==> config.mk <==
export PLATFORM = sky130hd
export DESIGN_NAME = regfile_writeback_flat
export DESIGN_NICKNAME = d
export VERILOG_FILES = /design/src/rtl/regfile_writeback_if.sv /design/src/rtl/regfile_writeback.sv /design/src/flat_wrapper.sv
export SDC_FILE = /design/constraint.sdc
export NUM_CORES = 1
export LEC_CHECK = 0
export BUFFER_PORTS_ARGS = -buffer_cell sky130_fd_sc_hd__buf_2
export CORE_UTILIZATION = 42
export CTS_BUF_LIST = sky130_fd_sc_hd__clkbuf_8 sky130_fd_sc_hd__clkbuf_16
export CTS_CLUSTER_SIZE = 28
export DETAILED_ROUTE_END_ITERATION = 16
export HOLD_SLACK_MARGIN = 0.12
export PLACE_DENSITY_LB_ADDON = 0.3
export SYNTH_ARGS = -nofsm -noshare
export SYNTH_HDL_FRONTEND = slang
export SYNTH_SLANG_ARGS = --single-unit
==> constraint.sdc <==
create_clock -name Clk -period 5.65 [get_ports Clk]
set_input_delay 1.695 -clock Clk [delete_from_list [all_inputs] [get_ports Clk]]
set_output_delay 1.695 -clock Clk [all_outputs]
set_load 0.01 [all_outputs]
==> src/rtl/regfile_writeback_if.sv <==
// Writeback request channels from the ALU and MEM stages into the regfile write driver.
// Each channel is a valid/ready handshake carrying a destination register and its data.
interface regfile_writeback_if #(
  parameter int ADDR_W = 5,
  parameter int DATA_W = 32
);
  logic              Alu_Valid;
  logic              Alu_Ready;
  logic [ADDR_W-1:0] Alu_Addr;
  logic [DATA_W-1:0] Alu_Data;
  logic              Mem_Valid;
  logic              Mem_Ready;
  logic [ADDR_W-1:0] Mem_Addr;
  logic [DATA_W-1:0] Mem_Data;

  modport master (
    output Alu_Valid, Alu_Addr, Alu_Data, Mem_Valid, Mem_Addr, Mem_Data,
    input  Alu_Ready, Mem_Ready
  );

  modport slave (
    input  Alu_Valid, Alu_Addr, Alu_Data, Mem_Valid, Mem_Addr, Mem_Data,
    output Alu_Ready, Mem_Ready
  );
endinterface

==> src/rtl/regfile_writeback.sv <==
// Regfile write-side driver: clears all registers after reset, then drains ALU/MEM
// writeback requests through a small FIFO at one write per cycle, with a hazard lookup.
module regfile_writeback #(
  parameter int DEPTH  = 4,
  parameter int ADDR_W = 5,
  parameter int DATA_W = 32,
  parameter int NREGS  = 2**ADDR_W
) (
  input  logic              Clk,
  input  logic              Rst,
  regfile_writeback_if.slave wb,
  output logic [ADDR_W-1:0] Awr,
  output logic [DATA_W-1:0] Din,
  output logic              WrEn,
  output logic              Init_Done,
  input  logic [ADDR_W-1:0] Chk_Addr,
  output logic              Chk_Hit,
  output logic [7:0]        Drop_Cnt
);

  localparam int PTR_W = (DEPTH > 1) ? $clog2(DEPTH) : 1;
  localparam int CNT_W = $clog2(DEPTH + 1);

  typedef enum logic {INIT, RUN} state_t;

  state_t            state;
  logic [ADDR_W-1:0] idx;
  logic [ADDR_W-1:0] qAddr [DEPTH];
  logic [DATA_W-1:0] qData [DEPTH];
  logic [PTR_W-1:0]  wrPtr, rdPtr, memPtr, offs;
  logic [CNT_W-1:0]  count;
  logic              aluReady, memReady;
  logic              aluAcc, memAcc, aluEnq, memEnq, aluDrop, memDrop, deq;
  logic [1:0]        nEnq, nDrop;
  logic [8:0]        dropSum;

  // Readies come only from registered count, so nothing accepted this edge can drain this edge.
  always_comb begin
    aluReady = Init_Done & ~Rst & (count < CNT_W'(DEPTH));
    memReady = Init_Done & ~Rst &
               ((count <= CNT_W'(DEPTH - 2)) | ((count < CNT_W'(DEPTH)) & ~wb.Alu_Valid));
    aluAcc   = wb.Alu_Valid & aluReady;
    memAcc   = wb.Mem_Valid & memReady;
    aluEnq   = aluAcc & (wb.Alu_Addr != '0);
    memEnq   = memAcc & (wb.Mem_Addr != '0);
    aluDrop  = aluAcc & ~aluEnq;
    memDrop  = memAcc & ~memEnq;
    deq      = (state == RUN) & (count != '0);
    nEnq     = {1'b0, aluEnq} + {1'b0, memEnq};
    nDrop    = {1'b0, aluDrop} + {1'b0, memDrop};
    dropSum  = {1'b0, Drop_Cnt} + {7'b0, nDrop};
    memPtr   = aluEnq ? wrPtr + PTR_W'(1) : wrPtr;
  end

  assign wb.Alu_Ready = aluReady;
  assign wb.Mem_Ready = memReady;

  always_ff @(posedge Clk) begin
    if (aluEnq) begin
      qAddr[wrPtr] <= wb.Alu_Addr;
      qData[wrPtr] <= wb.Alu_Data;
    end
    if (memEnq) begin
      qAddr[memPtr] <= wb.Mem_Addr;
      qData[memPtr] <= wb.Mem_Data;
    end
  end

  always_ff @(posedge Clk) begin
    if (Rst) begin
      state     <= INIT;
      idx       <= '0;
      wrPtr     <= '0;
      rdPtr     <= '0;
      count     <= '0;
      WrEn      <= 1'b0;
      Awr       <= '0;
      Din       <= '0;
      Init_Done <= 1'b0;
      Drop_Cnt  <= '0;
    end else begin
      case (state)
        INIT: begin
          WrEn <= 1'b1;
          Awr  <= idx;
          Din  <= '0;
          idx  <= idx + ADDR_W'(1);
          if (idx == ADDR_W'(NREGS - 1)) state <= RUN;
        end
        RUN: begin
          Init_Done <= 1'b1;
          if (deq) begin
            WrEn  <= 1'b1;
            Awr   <= qAddr[rdPtr];
            Din   <= qData[rdPtr];
            rdPtr <= rdPtr + PTR_W'(1);
          end else begin
            WrEn <= 1'b0;
          end
          wrPtr    <= wrPtr + PTR_W'(nEnq);
          count    <= count + CNT_W'(nEnq) - CNT_W'(deq);
          Drop_Cnt <= (dropSum > 9'd255) ? 8'd255 : dropSum[7:0];
        end
        default: state <= INIT;
      endcase
    end
  end

  // An entry is live when its distance from the read pointer is below the occupancy.
  always_comb begin
    Chk_Hit = 1'b0;
    offs    = '0;
    for (int unsigned i = 0; i < DEPTH; i++) begin
      offs = PTR_W'(i) - rdPtr;
      if ((CNT_W'(offs) < count) && (qAddr[i] == Chk_Addr)) Chk_Hit = 1'b1;
    end
    if (WrEn && (Awr == Chk_Addr)) Chk_Hit = 1'b1;
    Chk_Hit = Chk_Hit & Init_Done & (Chk_Addr != '0);
  end

endmodule

==> src/flat_wrapper.sv <==
// flat-port wrapper written by rule: the top's interface ports become plain ports
module regfile_writeback_flat 
#(
  parameter int DEPTH  = 4,
  parameter int ADDR_W = 5,
  parameter int DATA_W = 32,
  parameter int NREGS  = 2**ADDR_W
)
  (Clk, Rst, Awr, Din, WrEn, Init_Done, Chk_Addr, Chk_Hit, Drop_Cnt, wb_Alu_Valid, wb_Alu_Addr, wb_Alu_Data, wb_Mem_Valid, wb_Mem_Addr, wb_Mem_Data, wb_Alu_Ready, wb_Mem_Ready);
  regfile_writeback_if #(.ADDR_W(ADDR_W), .DATA_W(DATA_W)) wb_i ();
  input  logic Clk;
  input  logic Rst;
  output logic [ADDR_W-1:0] Awr;
  output logic [DATA_W-1:0] Din;
  output logic WrEn;
  output logic Init_Done;
  input  logic [ADDR_W-1:0] Chk_Addr;
  output logic Chk_Hit;
  output logic [7:0] Drop_Cnt;
  input wire logic [$bits(wb_i.Alu_Valid)-1:0] wb_Alu_Valid;
  input wire logic [$bits(wb_i.Alu_Addr)-1:0] wb_Alu_Addr;
  input wire logic [$bits(wb_i.Alu_Data)-1:0] wb_Alu_Data;
  input wire logic [$bits(wb_i.Mem_Valid)-1:0] wb_Mem_Valid;
  input wire logic [$bits(wb_i.Mem_Addr)-1:0] wb_Mem_Addr;
  input wire logic [$bits(wb_i.Mem_Data)-1:0] wb_Mem_Data;
  output wire logic [$bits(wb_i.Alu_Ready)-1:0] wb_Alu_Ready;
  output wire logic [$bits(wb_i.Mem_Ready)-1:0] wb_Mem_Ready;
  assign wb_i.Alu_Valid = wb_Alu_Valid;
  assign wb_i.Alu_Addr = wb_Alu_Addr;
  assign wb_i.Alu_Data = wb_Alu_Data;
  assign wb_i.Mem_Valid = wb_Mem_Valid;
  assign wb_i.Mem_Addr = wb_Mem_Addr;
  assign wb_i.Mem_Data = wb_Mem_Data;
  assign wb_Alu_Ready = wb_i.Alu_Ready;
  assign wb_Mem_Ready = wb_i.Mem_Ready;
  regfile_writeback #(.DEPTH(DEPTH), .ADDR_W(ADDR_W), .DATA_W(DATA_W), .NREGS(NREGS)) u_core (.Clk(Clk), .Rst(Rst), .wb(wb_i), .Awr(Awr), .Din(Din), .WrEn(WrEn), .Init_Done(Init_Done), .Chk_Addr(Chk_Addr), .Chk_Hit(Chk_Hit), .Drop_Cnt(Drop_Cnt));
endmodule
* After elaboration in Yosys (flattened, before gate mapping)
Memory sizes are Yosys's and may differ from the RTL's. A register that Yosys moved wholly into a read port is not among the register bits.
Index checks and enable logic that the tools add are counted.
** Word-level totals
- Register bits :: 60
- Latch bits :: 0
- RAM bits :: 148
- ROM bits :: 0
- Bits of input ports :: 83
- Output and inout bits :: 50
- Logic and storage cells :: 91
- Memories kept :: 2
** Memories
- u_core.qData :: depth 4, width 32, rd ports 1, clocked after memory_dff 1, wr ports 2, RTL line regfile_writeback.sv:29 : logic [DATA_W-1:0] qData [DEPTH];
- u_core.qAddr :: depth 4, width 5, rd ports 5, clocked after memory_dff 1, wr ports 2, RTL line regfile_writeback.sv:28 : logic [ADDR_W-1:0] qAddr [DEPTH];
** Cells by class
- $add $sub $neg :: 13
- Multiply operators :: 0
- Div/mod/pow operators :: 0
- Order comparisons :: 7
- Equal/unequal tests :: 7
- Shifts and indexed selects :: 0
- Multiplexer cells :: 23
- Bitwise gates (word level) :: 19
- Reductions and logical operators :: 10
** Operator list (count)
- $pmux W32 S2 :: 1
- $mux W32 :: 1
- $eq A5 B5 Y1 :: 5
- $reduce_bool A5 Y1 :: 3
- $and A1 B1 Y1 :: 13
- $lt A2 B3 Y1 :: 4
- $mux W1 :: 12
- $mux W2 :: 5
- $pmux W5 S2 :: 1
- $add A8 B2 Y9 :: 1
- $gt A9 B8 Y1 const B :: 1
- $mux W8 :: 1
- $add A5 B1 Y5 const B :: 1
- $eq A5 B5 Y1 const B :: 1
- $logic_and A1 B1 Y1 :: 5
- $mux W5 :: 1
- $not A1 Y1 :: 5
- $add A1 B1 Y2 :: 2
- $add A2 B1 Y2 const B :: 2
- $sub A1 B2 Y2 const A :: 2
- $sub A2 B2 Y2 const A :: 2
- $add A3 B2 Y3 :: 1
- $le A3 B2 Y1 const B :: 1
- $lt A3 B3 Y1 const B :: 1
- other kinds (7) :: 7

* Longest topological paths before layout
Gate-level depths: netlist (run 1).
- Depth after elaboration :: 12
- Depth in mapped cells :: 12
- Mapped depth without buffers :: 12

* Least setup slack after synthesis (run 1)
Ideal clock, no wire load.
- Path type :: input to register
- From :: input port Rst
- To :: memory u_core.qAddr[2][0], enable pin
- Setup time :: 0.445 ns
- Data arrival time :: 4.539 ns
- Data required time :: 5.205 ns
- Setup slack :: 0.667 ns
- Stages on the path :: 5
- Path buffers :: 0
- Path through :: nor3b_1 -> nand3_1 -> nor2_1 -> a31oi_1 -> o22ai_1
** RTL lines
- start: declaration :: RTL line flat_wrapper.sv:12 : input logic Rst;
- end: declaration :: RTL line regfile_writeback.sv:28

* Final worst setup path (run 1)
- From :: input port Chk_Addr[2]
- To :: output port Chk_Hit
** Between the ends
- Word-level cells in the longest chain between the ends :: 9
- Elaborated cells between the ends (all ways) :: 18
- Those cells by class :: eq/ne: 5; mux: 5; bitwise: 2; reduce/logical: 6
** Ends and longest elaborated chain
- start: declaration :: RTL line flat_wrapper.sv:17 : input logic [ADDR_W-1:0] Chk_Addr;
- $eq A5 B5 Y1 :: RTL line regfile_writeback.sv:115 : if ((CNT_W'(offs) < count) && (qAddr[i] == Chk_Addr)) Chk_Hit = 1'b1;
- $logic_and A1 B1 Y1 :: RTL line regfile_writeback.sv:115
- $mux W1 (4 in series) :: RTL line regfile_writeback.sv:115
- $mux W1 :: RTL line regfile_writeback.sv:117 : if (WrEn && (Awr == Chk_Addr)) Chk_Hit = 1'b1;
- $and A1 B1 Y1 :: RTL line regfile_writeback.sv:118 : Chk_Hit = Chk_Hit & Init_Done & (Chk_Addr != '0);
- $and A1 B1 Y1 (*) :: RTL line regfile_writeback.sv:118
- end: declaration :: RTL line flat_wrapper.sv:18 : output logic Chk_Hit;
Mark *: on every way between the ends. The rest lies on a longest branch, timed or not.

==> results of run 1 <==
## layer usage
layer | GRT usage (%) | vias up | wire length (µm)
met1 | 24.6 | 3120 | 10000
met3 | 3.48 | 30 | 1450
met4 | 4.44 | 2 | 376
met2 | 31.2 | 146 | 11100
met5 | 0 | - | 13
li1 | - | 3002 | -
## sequential cells by signal (all words and copies together), names as in the netlist, 3 cells and up, named ones only
name	cells
u_core.Din	32
u_core.count	3
u_core.Drop_Cnt	8
u_core.qData	128
u_core.Awr	5
u_core.idx	5
u_core.qAddr	20
## cell type report
cell class                 count  share of cell area, %
multi-input combinational    464                   35.7
clock buffer                  28                   5.52
timing repair buffer         147                   6.50
inverter                      13                  0.404
antenna                        1                 0.0207
tap                          319                   3.30
sequential                   210                   47.1
clock inverter                15                   1.46
## worst max-delay path, stage by stage
cell and delay [ns]:
buf_2 0.15, xnor2_1 0.17, nand4_1 0.10, a2111oi_0 0.32, nor3_1 0.10, a31oi_1 0.17
buf_2 0.16
## stage by stage
| step | instances | setup slack (ns) | power (µW) | hold WS [ns] | area (µm²) |
|---|---|---|---|---|---|
| 2_1_floorplan | 732 | 0.667 | 1760 | 0.476 | 10200 |
| 3_3_place_gp | 1153 | 0.980 | 1820 | 0.437 | 11200 |
| 3_5_place_dp | 1153 | 0.912 | 1820 | 0.443 | 11200 |
| 4_1_cts | 1196 | 1.05 | 3460 | 0.451 | 12100 |
| 5_1_grt | 1197 | 0.961 | 3530 | 0.464 | 12100 |
| 6_report | 1197 | 1.08 | 3430 | 0.446 | 12100 |
## cell usage in the layout (no fill, tap or decap), drive strengths merged, types with 3 or more instances in the layout
| master | n |
|---|---|
| nand3 | 9 |
| a311oi | 6 |
| clkinv | 6 |
| nand2 | 84 |
| ha | 16 |
| nor3 | 5 |
| bufinv | 4 |
| nand4 | 4 |
| o21ai | 3 |
| mux2i | 5 |
| xor2 | 17 |
| mux2 | 149 |
| a31oi | 3 |
| buf | 147 |
| clkbuf | 28 |
| dfxtp | 62 |
| xnor2 | 22 |
| mux4 | 37 |
| edfxtp | 148 |
| a21oi | 43 |
| inv | 16 |
| nor2 | 30 |
## worst paths after layout
path	to	cells past startpoint	startpoint
worst max-delay path	Chk_Hit	7	Chk_Addr[2]
worst min-delay path	u_core.Din[25]	2	u_core.Din[25]
worst max register to register	u_core.qData[2][6]	6	u_core.Init_Done
worst min register to register	u_core.Din[25]	2	u_core.Din[25]
## power groups by stage
| stage | sequential [µW] | combinational, µW | clock, µW |
|---|---|---|---|
| after floorplan | 1680 | 71.6 | 0 |
| after global placement | 1680 | 133 | 0 |
| after detailed placement | 1680 | 134 | 0 |
| after CTS | 1650 | 135 | 1670 |
| after global routing | 1650 | 147 | 1730 |
| final | 1650 | 135 | 1640 |
## logic make-up (layout without fill, tap and decap cells)
logic type / count (synthesis) / in the layout / synth area share [%]
AOI/OAI and AO/OA: 65 / 65 / 3.73
xor gates and xnor gates: 39 / 39 / 3.35
adders and majority gates: 18 / 18 / 2.35
buffers and inverters: 58 / 203 / 2.51
DFF: 210 / 210 / 55.7
muxes: 191 / 191 / 25.8
other: 0 / 1 / 0
and+or+nand+nor: 151 / 151 / 6.53
==> out/results.txt, run 1 <==
status: finished clean
vias per cell: 5.26
Final GP Congestion: 0.800
cell taking the most area after synthesis: edfxtp_1
required time of the critical path: 3.95 ns
# fillers: 2113
GRT Total Usage: 18.5%
async set-or-reset flop fraction in the synthesized netlist: 0%
crit path DAT: 2.87 ns
most common library cells after synthesis: edfxtp_1, mux2_2, nand2_1, dfxtp_1, a21oi_1
Leakage Power: 0.00434 µW
Worst-Margin Slew: 1.07 ns
Peak VDD IR: 0.000191 V
Main synth FF type: edfxtp_1
count leader, synth: edfxtp_1
CTS tree: yes
Yosys cell types: 45
FF+latch area: 0.00569 mm²
CTS Buf Count: 24
area grow syn2layout: 18.4%
full die area: 0.0249 mm²
DRT Wirelength: 22900 µm
boundary pin count: 133
Hold Vio Cnt, Final: 0
syn_nets: 833
PwrDens: 284 mW/mm²
YS warnings: 0
ANT nets after route: 0
total setup buffers inserted after CTS: 0
Die Height: 158 µm
Wirelength per Cell: 19.2 µm
Initial Util: 43.1%
FF+latch count, synth: 210
setup violators final: 0
multi-input logic area: 0.00432 mm²
H-tree levels: 1
Post-Syn Area per Cell: 13.9 µm²
DR pass1 iterations: 4
Final min period: 4.57 ns
Buffers on Ports: 132
HPWL Detailed: 14500 µm
# DRC: 0
Clock Power Share: 47.9%
CTS Root Cell: clkbuf_16
maxcap violations: 0
CTS Buffer Depth: 3
cell row count: 56
routed via count: 6300
first-pass GRT wire length: 35200 µm
GRT overflow: 0
Hold Crit Class: register to register
register area share after synthesis: 55.7%
post-cts resize count: 0
Startpoint Class: input port
area share of the largest cell type after synthesis: 43.5%
Post-synth EDFFs: 148
RSZ-0062 raised after global routing: no
setup TNS: 0 ns
clock latency on the worst-skew pair: 0.52 ns
Setup CP Type: input port to output port
Internal Power: 2740 µW
Sw Share: 20.0%
Final nets: 961
Final Util: 51.0%
Hold Buf Count CTS: 0
layout cell share with drive strength beyond 1: 44.1%
endpoint type of the worst setup path: output port
initial DRC count: 390
top cells by area, synth: edfxtp_1, mux2_2, dfxtp_1
clk_skew: 0.0114 ns
vias in the first global route: 6329
CTS Sinks: 210
Final Max Tran Viols: 0
Die Wd: 158 µm
Tcrit/Tclk final: 80.9%
initial antenna violation count: 2
mapped cell area: 0.0102 mm²
core region area: 0.0237 mm²
clock transition at the registers of the reported paths: 0.06 ns
switching power of the nets: 686 µW
Slew Limit Headroom: 28.6%
largest net degree at the start of global routing: 39
r2r setup slk: 2.50 ns
Comb pwr share: 3.9%
f_max: 219 MHz
Seq pwr share: 48.2%
cells after synthesis: 732
crit path max fanout: 6
(Power assumes the default switching activity.)
==> run 2: changes to the inputs <==
clock period = 4.1 ns   (was 5.65 ns; I/O delays follow)
==> run 2 against run 1 <==
- clock power up 20%
- global-route usage up 0.40 points
- count of clock-buffer cells in the layout up 2
- critical path type unchanged
- critical endpoint unchanged
- largest cell class unchanged
==> out/results.txt, run 2 (synthesis gave the netlist of run 1 again) <==
commonest non-fill, non-tap cell in the layout: edfxtp_1
CTS Root Cell: clkbuf_16
first-pass GRT wire length: 35600 µm (+1.2%)
vias per cell: 5.25 (-0.16%)
H-tree levels: 1 (unchanged)
crit path max fanout: 6 (unchanged)
Hold Startpoint: u_core.Din[30]
crit path DAT: 2.50 ns (-0.37 ns)
Setup CP Type: input port to output port
# fillers: 2133 (+0.95%)
largest net degree at the start of global routing: 38 (-2.6%)
Internal Power: 3530 µW (+29%)
Final min period: 3.73 ns
wire length on met3: 1030 µm (-28%)
met1 wire length: 10200 µm (+1.5%)
Hold Vio Cnt, Final: 0 (unchanged)
vias in the first global route: 6328 (-0.016%)
HPWL Detailed: 14800 µm (+1.9%)
DR WL met2: 11500 µm (+3.8%)
Sw Share: 20.1% (+0.090 points)
RSZ-0062 raised after global routing: no
Hold EP: u_core.Din[30]
Tcrit/Tclk final: 91.1%
PwrDens: 365 mW/mm² (+29%)
CTS Buffer Depth: 3 (unchanged)
initial DRC count: 299 (-23%)
max reg flops: 128 (unchanged)
Hold Buf Count CTS: 0 (unchanged)
required time of the critical path: 2.87 ns (-1.08 ns)
Hold Crit Class: register to register
Die Wd: 158 µm (unchanged)
Final Util: 51.1% (+0.084 points)
status: finished clean
GRT Total Usage: 18.9% (+0.40 points)
endpoint type of the worst setup path: output port
boundary pin count: 133 (unchanged)
Seq pwr share: 51.5% (+3.3 points)
routed via count: 6316 (+0.25%)
Final GP Congestion: 0.777 (-2.9%)
WHS Path Cells: 2 (unchanged)
Die Height: 158 µm (unchanged)
f_max: 268 MHz
ANT nets after route: 0 (unchanged)
reg2reg end: u_core.qData[0][15]
Reg2Reg Depth: 6 (unchanged)
clock latency on the worst-skew pair: 0.50 ns (-0.02 ns)
initial antenna violation count: 4 (+2)
Startpoint Class: input port
switching power of the nets: 889 µW (+30%)
Leakage Power: 0.00438 µW (+0.80%)
clock transition at the registers of the reported paths: 0.06 ns (about the same)
Initial Util: 43.1% (unchanged)
cell row count: 56 (unchanged)
Peak VDD IR: 0.000217 V (+13%)
Comb pwr share: 4.2% (+0.3 points)
setup TNS: 0 ns (unchanged)
DR pass1 iterations: 4 (unchanged)
Final Max Tran Viols: 0 (unchanged)
setup violators final: 0 (unchanged)
pre-CTS WS: 0.173 ns (-0.739 ns)
commonest cells after routing, fill and taps aside: edfxtp_1, buf_2, mux2_2, nand2_1, dfxtp_1
Buffers on Ports: 132 (unchanged)
Final nets: 966 (+0.52%)
Worst-Margin Slew: 1.13 ns (+0.0545 ns)
Slew Limit Headroom: 25.0% (-3.6 points)
clk_skew: 0.0156 ns (+0.00415 ns)
GRT overflow: 0 (unchanged)
Clock Power Share: 44.4% (-3.5 points)
total setup buffers inserted after CTS: 0 (unchanged)
core region area: 0.0237 mm² (unchanged)
Wirelength per Cell: 19.3 µm (+0.53%)
post-cts resize count: 0 (unchanged)
r2r setup slk: 1.25 ns (-1.25 ns)
FF-to-FF Start: u_core.wrPtr[0]
CTS Buf Count: 23 (-4.2%)
area grow syn2layout: 18.6%
CTS tree: yes
full die area: 0.0249 mm² (unchanged)
layout cell share with drive strength beyond 1: 43.8% (-0.31 points)
CTS Sinks: 210 (unchanged)
fin worst setup slack: 0.366 ns (-0.715 ns)
# DRC: 0 (unchanged)
maxcap violations: 0 (unchanged)
biggest regs: u_core.qData (128), u_core.Din (32), u_core.qAddr (20)
Most flops, register: u_core.qData
DRT Wirelength: 23200 µm (+0.95%)
top routing layer in use: met5
run 2: power groups by stage:
stage                     clock network [µW]  logic (µW)  registers [µW]
after floorplan                            0        98.7            2320
after global placement                     0         180            2320
after detailed placement                   0         182            2320
after CTS                               2000         184            2280
after global routing                    2070         201            2280
final                                   1960         185            2280
run 2: worst max path at each step:
stage	start	to	depth (start not counted)
2_1_floorplan	Rst	u_core.qAddr[0][0]	8
3_3_place_gp	wb_Mem_Addr[1]	u_core.count[2]	12
3_5_place_dp	wb_Mem_Addr[1]	u_core.count[2]	12
4_1_cts	Chk_Addr[2]	Chk_Hit	7
5_1_grt	Chk_Addr[2]	Chk_Hit	7
6_report	Chk_Addr[3]	Chk_Hit	7
run 2: worst max-delay path: stages:
cell       delay [ns]
buf_2            0.18
xnor2_1          0.15
nand4_1          0.11
a2111oi_0        0.34
nor3_1           0.10
a31oi_1          0.21
buf_2            0.18
run 2: stage by stage:
stage               hold slack [ns]  power [µW]  cells  cell area [µm²]
finish                        0.449        4420   1202            12100
global route                  0.463        4550   1201            12100
CTS                           0.452        4460   1200            12100
detailed placement            0.444        2500   1159            11400
global placement              0.438        2500   1159            11400
floorplan                     0.476        2420    732            10200
run 2: cell type report:
class                   instances  area, µm²  share of cell area [%]
repair buffers                153        918                    7.59
multi-input cells             464       4320                    35.7
inverters                      13       48.8                   0.403
clock buffers                  30        683                    5.64
well taps                     319        399                    3.30
flip-flops and latches        210       5690                    47.0
diodes                          2       5.00                  0.0413
clock inverters                11       45.0                   0.372
run 2: routing by layer:
metal / vias to the layer above / track usage, %
li1: 3016 / -
met1: 3133 / 24.6
met2: 127 / 32.4
met3: 36 / 3.15
met4: 4 / 5.55
met5: - / 0
